**src/rtl/seq_slice_adder.sv**
```systemverilog
// Multi-cycle WIDTH-bit add/subtract, SLICE bits per cycle, low slice first; result N edges after accept.
// Valid/ready on both sides; one operation in flight, input stalls (in_ready=0) until the result is taken.
module seq_slice_adder #(
   parameter int WIDTH = 32,
   parameter int SLICE = 4
) (
   input  logic             clk,
   input  logic             rst_n,
   input  logic             in_valid,
   output logic             in_ready,
   input  logic [WIDTH-1:0] a,
   input  logic [WIDTH-1:0] b,
   input  logic             ci,
   input  logic             sub,
   output logic             out_valid,
   input  logic             out_ready,
   output logic [WIDTH-1:0] s,
   output logic             co,
   output logic             ovf,
   output logic             zero
);

   localparam int N   = WIDTH / SLICE;
   localparam int CW  = (N > 1) ? $clog2(N) : 1;
   localparam int MSB = WIDTH - 1;

   generate
      if (WIDTH < 1 || SLICE < 1 || (WIDTH % SLICE) != 0) begin : g_bad_params
         $error("seq_slice_adder: WIDTH must be >= 1 and a multiple of SLICE");
      end
   endgenerate

   typedef enum logic [1:0] {IDLE, RUN, DONE} state_t;

   state_t           state_q, state_d;
   logic [WIDTH-1:0] a_q, a_d;
   logic [WIDTH-1:0] b_q, b_d;
   logic [WIDTH-1:0] s_q, s_d;
   logic             carry_q, carry_d;
   logic [CW-1:0]    cnt_q, cnt_d;
   logic             co_q, co_d;
   logic             ovf_q, ovf_d;
   logic             zero_q, zero_d;

   logic [SLICE-1:0] a_sl, b_sl;
   logic [SLICE:0]   sum_sl;

   always_ff @(posedge clk or negedge rst_n) begin
      if (!rst_n) begin
         state_q <= IDLE;
         a_q     <= '0;
         b_q     <= '0;
         s_q     <= '0;
         carry_q <= 1'b0;
         cnt_q   <= '0;
         co_q    <= 1'b0;
         ovf_q   <= 1'b0;
         zero_q  <= 1'b0;
      end else begin
         state_q <= state_d;
         a_q     <= a_d;
         b_q     <= b_d;
         s_q     <= s_d;
         carry_q <= carry_d;
         cnt_q   <= cnt_d;
         co_q    <= co_d;
         ovf_q   <= ovf_d;
         zero_q  <= zero_d;
      end
   end

   always_comb begin
      state_d = state_q;
      a_d     = a_q;
      b_d     = b_q;
      s_d     = s_q;
      carry_d = carry_q;
      cnt_d   = cnt_q;
      co_d    = co_q;
      ovf_d   = ovf_q;
      zero_d  = zero_q;
      a_sl    = '0;
      b_sl    = '0;
      sum_sl  = '0;

      case (state_q)
         IDLE: begin
            if (in_valid) begin
               // Subtract is a + ~b + ~borrow, so the datapath only ever adds.
               a_d     = a;
               b_d     = sub ? ~b : b;
               carry_d = sub ? ~ci : ci;
               cnt_d   = '0;
               state_d = RUN;
            end
         end
         RUN: begin
            for (int k = 0; k < N; k++) begin
               if (cnt_q == CW'(k)) begin
                  a_sl = a_q[k*SLICE +: SLICE];
                  b_sl = b_q[k*SLICE +: SLICE];
               end
            end
            sum_sl = {1'b0, a_sl} + {1'b0, b_sl} + {{SLICE{1'b0}}, carry_q};
            for (int k = 0; k < N; k++) begin
               if (cnt_q == CW'(k)) begin
                  s_d[k*SLICE +: SLICE] = sum_sl[SLICE-1:0];
               end
            end
            carry_d = sum_sl[SLICE];
            cnt_d   = cnt_q + CW'(1);
            if (cnt_q == CW'(N-1)) begin
               co_d    = sum_sl[SLICE];
               ovf_d   = (a_q[MSB] == b_q[MSB]) && (s_d[MSB] != a_q[MSB]);
               zero_d  = (s_d == '0);
               state_d = DONE;
            end
         end
         DONE: begin
            if (out_ready) begin
               state_d = IDLE;
            end
         end
         default: state_d = IDLE;
      endcase
   end

   assign in_ready  = (state_q == IDLE);
   assign out_valid = (state_q == DONE);
   assign s         = s_q;
   assign co        = co_q;
   assign ovf       = ovf_q;
   assign zero      = zero_q;

endmodule

```
**config.mk**
```make
export PLATFORM = sky130hd
export DESIGN_NAME = seq_slice_adder
export DESIGN_NICKNAME = d
export VERILOG_FILES = /design/src/rtl/seq_slice_adder.sv
export SDC_FILE = /design/constraint.sdc
export NUM_CORES = 1
export LEC_CHECK = 0
export BUFFER_PORTS_ARGS = -buffer_cell sky130_fd_sc_hd__clkbuf_2
export CAP_MARGIN = 0
export CELL_PAD_IN_SITES_DETAIL_PLACEMENT = 1
export CELL_PAD_IN_SITES_GLOBAL_PLACEMENT = 2
export CORE_MARGIN = 8
export CORE_UTILIZATION = 36
export DETAILED_ROUTE_END_ITERATION = 10
export PLACE_DENSITY = 0.83
export SYNTH_ARGS = -nofsm -noshare
export SYNTH_HDL_FRONTEND = slang
export SYNTH_SLANG_ARGS = --single-unit
```
**constraint.sdc**
```tcl
create_clock -name clk -period 9.6 [get_ports clk]
set_input_delay 0.96 -clock clk [delete_from_list [all_inputs] [get_ports clk]]
set_output_delay 0.96 -clock clk [all_outputs]
set_load 0.005 [all_outputs]
```
==> results by group, run 1 <==
Floorplanning
  – Ports: 107
  – Core area: 15000 um2
  – Initial Util: 36.2%
  – DIE HEIGHT: ~140 um
  – Die X: 139 um
  – # rows: 45
  – Die area: roughly 19000 um2

Route
  – DRC viols: 0
  – DR WL/cell: about 18 um
  – Drt pass-1 iters: 4
  – DRT iter0 DRCs: about 190
  – Routed WL: about 16000 um
  – Final ANT Viol Nets: 0
  – Vias: 4549
  – Via density per instance: about 5.1

Timing
  – Final Hold Fails: 0
  – Tmin final: between 5 and 6 ns
  – Final worst-path cycle share: a little over half
  – Setup violations, final: 0
  – Clk_skew: approximately 0.0095 ns
  – RSZ-0062 raised after global routing: no
  – Slew headroom: about a quarter
  – Peak Freq: around 200 MHz
  – Post-route setup TNS: 0 ns
  – Max-slew violations: 0
  – Worst Max-Slew Pin Slew: roughly 1.1 ns

Worst setup path
  – CP endpoint kind: flip-flop
  – CP max FO: 27
  – WP data required: 9.87 ns
  – Critical Path Source Type: flip-flop
  – WP data arrival: ~5.4 ns
  – WS Path Type: flip-flop to flip-flop

Clock tree
  – Post-cts gate resize count: 0
  – CTS Hold Bufs: 0
  – TritonCTS buffer count: 9
  – CTS tree: done
  – Clk_lat worst skew: approximately 0.36 ns
  – Worst-path clk slew: approximately 0.07 ns
  – Setup bufs post-CTS: 0
  – Max clock buf depth: 2
  – CTS root buf: clkbuf_16
  – CTS Sinks: around 110
  – Clock H-tree levels: 3

Synth
  – Synth Area in Compound Gates: 16.6%
  – XOR/XNOR Fraction of Synth Area: around 5.5%
  – FF+latch count, synth: roughly 110
  – Adder-cell share of the synthesized area: under 10%
  – Synth Instances: 614
  – Avg Cell Area, Syn: a little under 9 um2
  – Post-synthesis mux area share: under 10%
  – Cell Area, Synth: 5420 um2
  – Syn. warnings: 0
  – Sequential share of the synthesized area: between 40% and 50%
  – Post-synthesis cell type count: between 40 and 50
  – Async SR Flop Fraction: 100%
  – Syn_nets: just under 700
  – Post-synth EDFFs: 0
  – Most used DFF post-synth: dfrtp_1
  – Largest family of logic cells by synthesized area: simple AND/OR/NAND/NOR gates
  – Post-Synth Simple-Gate Area: around a fifth

Layout
  – Final #Nets: slightly below 800
  – Ant. Diodes: 0
  – Layout cell share with drive strength beyond 1: between 10% and 20%
  – Area Overhead vs Synth: 17.1%

Global route
  – Largest net degree at the start of global routing: between 80 and 90
  – Total GRT Usage: 17.4%
  – Vias in the first global route: about 4900
  – Initial antenna violation count: 0
  – Gr ovfl total: 0
  – First-pass GRT wire length: 26900 um

Pwr
  – Total power: between 2 and 3 mW
  – Maximum vdd ir drop: 0.000179 V
  – Pwr dens: 403 nW/um2
  – P_leak: roughly 3.1 nW

Run
  – Max Cap Violations: 0

Placed design
  – Post-DP HPWL: approximately 12000 um
  – Final GP Congestion: approximately 0.83
  – Buffers on Ports: about 110

Status
  – Status: completed

Hold path
  – Hold crit path type: flip-flop to flip-flop
## placed cells by master, fill, tap and decap left out, types with 6 or more instances in the layout
master,Yosys,routed
mux2_2,8,8
ha_1,9,9
nor2b_1,6,6
o2111ai_1,7,7
o22ai_1,6,6
nand2_1,190,189
nand3_1,6,6
o21ai_0,79,79
a21oi_1,17,17
and3b_1,8,8
a211o_1,8,8
clkbuf_2,1,105
nor2_1,14,14
a211oi_1,6,6
xnor2_1,30,30
inv_1,16,16
clkbuf_16,0,9
dfrtp_1,105,105
## per-stage QoR
stage | util (%) | hold slack (ns) | std cells | instance area, um2 | worst slack [ns]
2_1_floorplan | - | 0.438 | 614 | 5420 | 6.04
3_3_place_gp | 40.3 | 0.461 | 871 | 6040 | 4.87
4_1_cts | 42.4 | 0.495 | 887 | 6350 | 4.44
5_1_grt | 42.4 | 0.515 | 887 | 6350 | 4.05
6_report | 42.4 | 0.491 | 887 | 6350 | 4.51
3_5_place_dp | 40.3 | 0.473 | 871 | 6040 | 4.51
## final timing paths
kind | endpoint | cells past startpoint | slack, ns | from
worst max-delay path | zero | 14 | 4.51 | cnt_q[2]
worst min-delay path | s[31] | 2 | 0.49 | s[31]
worst max register to register | zero | 14 | 4.51 | cnt_q[2]
worst min register to register | s[31] | 2 | 0.49 | s[31]
max in group asynchronous | b_q[25] | 2 | 7.80 | rst_n
min in group asynchronous | s[24] | 1 | 0.63 | rst_n
## kinds of logic (layout without fill, tap and decap cells)
kind of cell,count (synthesis),after routing
muxes,14,14
buffers and inverters,56,141
xor gates and xnor gates,34,34
and+or+nand+nor,247,247
DFF,105,105
AOI/OAI and AO/OA,147,147
adders and majority gates,11,11
## metal layers
metal,vias up,track usage (%),part of all wire [%]
li1,2225,-,-
met1,2223,22.7,47
met2,85,28.0,48
met3,16,3.68,4.3
met4,0,6.12,1.6
met5,-,0,0
## synth_stat cells (6+ instances only)
| cell type | number | area, um2 |
|---|---|---|
| mux2_2 | 8 | 90.1 |
| buf_2 | 13 | 65.1 |
| o2111ai_1 | 7 | 61.3 |
| nand3_1 | 6 | 30.0 |
| a211o_1 | 8 | 70.1 |
| nor2_1 | 14 | 52.6 |
| xnor2_1 | 30 | 263 |
| nand2_1 | 190 | 713 |
| and3b_1 | 8 | 70.1 |
| inv_1 | 16 | 60.1 |
| a211oi_1 | 6 | 45.0 |
| clkbuf_1 | 24 | 90.1 |
| dfrtp_1 | 105 | 2630 |
| o22ai_1 | 6 | 37.5 |
| o21ai_0 | 79 | 395 |
| a21oi_1 | 17 | 85.1 |
| ha_1 | 9 | 113 |
| nor2b_1 | 6 | 37.5 |
## flip-flops by register name (all words and copies together) (netlist names)
name     flops
a_q         32
b_q         32
s           32
cnt_q        3
state_q      2
carry_q      1
co           1
ovf          1
zero         1
## critical path: stages, from the launching register on
cell	delay, ns
dfrtp_1	0.95
inv_1	0.24
ha_1	0.52
nand2_1	0.18
a221oi_1	0.09
a2111o_1	0.38
o21ai_0	0.23
fa_1	0.24
inv_1	0.07
fa_1	0.39
xnor2_1	0.89
a31oi_1	0.24
a21oi_1	0.21
o221ai_2	0.11
o31ai_2	0.25
## report_power, final
part	leakage (nW)	switching, mW	internal (mW)	total, mW
Combinational	1.61	0.861	0.479	1.34
Clock	0.159	0.166	0.226	0.392
Sequential	1.31	0.172	0.652	0.824
## cell type report
type / instances / area (um2)
clock inverters: 7 / 85.1
well taps: 188 / 235
clock buffers: 9 / 225
repair buffers: 109 / 556
inverters: 16 / 60.1
multi-input cells: 453 / 2560
flip-flops and latches: 105 / 2630
fillers: 1802 / 8630
No activity file was read; power rests on OpenSTA's default activity.
==> run 2: changes to the inputs <==
- CORE_UTILIZATION: 36 -> 33
- PLACE_DENSITY: 0.83 -> 0.77
- clock period: 9.6 -> 5.2 ns (I/O delays scaled with it)
==> run 2 against run 1 <==
Combinational power increased by 85%. Non-clock buffer count grew 3. Critical path depth rose by 1. Largest power group unchanged. Global-route usage down 1.0 points. Final area is 0.81% higher. Core utilization decreased by 3.2 points. Sequential share of layout area shrank 0.33 points. Critical endpoint unchanged. First-iteration DRC count is 53% higher. Largest cell class unchanged.
==> results by group, run 2 (synthesis gave the netlist of run 1 again) <==
Status
  – Status: completed

Layout
  – Layout cell share with drive strength beyond 1: 19.6% (-0.028 points)
  – Multi-input gate area: 2560 um2 (unchanged)
  – Commonest non-fill, non-tap cell in the layout: nand2_1
  – Most frequent cells in the layout: nand2_1, dfrtp_1, clkbuf_2
  – Filler instances: 1991 (+10%)
  – Ant. Diodes: 0 (unchanged)
  – Area Overhead vs Synth: 18.0%
  – Reg area: 2630 um2 (unchanged)
  – Final #Nets: 778 (+0.39%)

Timing
  – Clk_skew: 0.00826 ns (-0.00124 ns)
  – Slew headroom: 31.6% (+5.6 points)
  – RSZ-0062 raised after global routing: no
  – Peak Freq: 215 MHz (+9.4%)
  – Post-route setup TNS: 0 ns (unchanged)
  – Final worst-path cycle share: 89.6% (+37 points)
  – Worst Max-Slew Pin Slew: 1.03 ns (-0.0760 ns)
  – Final Hold Fails: 0 (unchanged)
  – Setup violations, final: 0 (unchanged)
  – Max-slew violations: 0 (unchanged)
  – Tmin final: 4.66 ns (-0.436 ns)

Route
  – Via density per instance: 4.98 (-2.9%)
  – Routed WL: 16400 um (+0.75%)
  – DRT iter0 DRCs: 296 (+53%)
  – DRC viols: 0 (unchanged)
  – Vias: 4583 (+0.75%)
  – Final ANT Viol Nets: 0 (unchanged)
  – DR WL/cell: 17.8 um (-2.9%)
  – Drt pass-1 iters: 4 (unchanged)

Clock tree
  – Post-cts gate resize count: 0 (unchanged)
  – Clock H-tree levels: 3 (unchanged)
  – CTS Sinks: 105 (unchanged)
  – CTS Hold Bufs: 0 (unchanged)
  – TritonCTS buffer count: 9 (unchanged)
  – Worst-path clk slew: 0.07 ns (about the same)
  – Max clock buf depth: 2 (unchanged)
  – Clk_lat worst skew: 0.35 ns (about the same)
  – CTS tree: done
  – Setup bufs post-CTS: 0 (unchanged)
  – CTS root buf: clkbuf_16

Placed design
  – Final GP Congestion: 0.869 (+4.2%)
  – Buffers on Ports: 106 (unchanged)
  – Post-DP HPWL: 12400 um (+2.1%)

Worst setup path
  – WP data required: 5.46 ns (-4.41 ns)
  – Critical Path Source Type: flip-flop
  – WP data arrival: 4.92 ns (-0.44 ns)
  – CP max FO: 28 (+3.7%)
  – CP endpoint kind: flip-flop
  – WS Path Type: flip-flop to flip-flop

Pwr
  – Total power: 4.70 mW (+84%)
  – P_leak: 3.08 nW (+0.16%)
  – Pwr dens: 734 nW/um2 (+82%)
  – Maximum vdd ir drop: 0.000348 V (+94%)

Global route
  – Met3 Track Usage GR: 3.24% (-0.45 points)
  – Met2 usage: 26.3% (-1.7 points)
  – Most crowded layer after global routing: met2
  – Met1 usage: 21.8% (-0.94 points)
  – Initial antenna violation count: 0 (unchanged)
  – Total GRT Usage: 16.4% (-1.0 points)
  – Largest net degree at the start of global routing: 89 (unchanged)
  – First-pass GRT wire length: 26300 um (-2.2%)
  – Gr ovfl total: 0 (unchanged)
  – Vias in the first global route: 4744 (-3.9%)

Floorplanning
  – Die X: 144 um (+3.9%)
  – Initial Util: 33.2% (-3.0 points)
  – Die area: 20800 um2 (+8.0%)
  – DIE HEIGHT: 144 um (+3.9%)
  – Core area: 16300 um2 (+9.2%)
  – # rows: 47 (+4.4%)
  – Ports: 107 (unchanged)

Hold path
  – Hold crit path type: input port to async pin

Run
  – Max Cap Violations: 0 (unchanged)
## run 2: cell types whose count changed in the layout (fill, tap and decap cells not counted)
| cell | before | now |
|---|---|---|
| clkinv_2 | 5 | 2 |
| clkbuf_1 | 0 | 1 |
| buf_4 | 4 | 7 |
## run 2: worst max-delay path, cell delays in order, from the launching register on
cell and delay (ns):
dfrtp_1 0.40, inv_1 0.11, ha_1 0.78, and3b_1 0.27, a211oi_1 0.22, a211o_1 0.14
a21oi_1 0.06, o21ai_0 0.24, fa_1 0.23, inv_1 0.06, fa_1 0.41, xnor2_1 0.81
a31oi_1 0.24, a21oi_1 0.22, o221ai_2 0.12, o31ai_2 0.26
## run 2: cell type report
| class | instances | area share [%] |
|---|---|---|
| multi-input combinational | 453 | 40.0 |
| inverter | 16 | 0.939 |
| tap | 220 | 4.30 |
| sequential | 105 | 41.1 |
| clock buffer | 10 | 3.58 |
| clock inverter | 4 | 1.10 |
| timing repair buffer | 112 | 9.03 |
## run 2: layer usage
metal	vias up	share of wire (%)	routed length, um
li1	2234	-	-
met1	2248	46	7590
met2	88	47	7750
met3	13	4.9	796
met4	0	1.4	225
met5	-	0	0
## run 2: power breakdown
part           switching (mW)  internal, mW  total [mW]  leakage (nW)
Sequential              0.300          1.20        1.50          1.31
Combinational            1.59         0.893        2.48          1.62
Clock                   0.293         0.415       0.709         0.148
## run 2: final timing paths
path | from | endpoint | slack, ns | cells past startpoint
worst max-delay path | cnt_q[1] | zero | 0.54 | 15
max in group asynchronous | rst_n | b_q[23] | 3.85 | 2
worst min-delay path | rst_n | s[11] | 0.19 | 1
min in group clk | a[20] | a_q[20] | 0.36 | 3
worst max register to register | cnt_q[1] | zero | 0.54 | 15
worst min register to register | a_q[30] | a_q[30] | 0.48 | 2
## run 2: stage by stage
step	hold slack (ns)	instance area (um2)	std cells	worst slack (ns)	utilization [%]
after floorplan	0.224	5420	614	1.64	-
after global placement	0.460	6100	906	0.775	37.3
after detailed placement	0.466	6100	906	0.592	37.3
after CTS	0.224	6400	920	0.575	39.1
after global routing	0.241	6400	920	0.185	39.1
final	0.189	6400	920	0.543	39.1
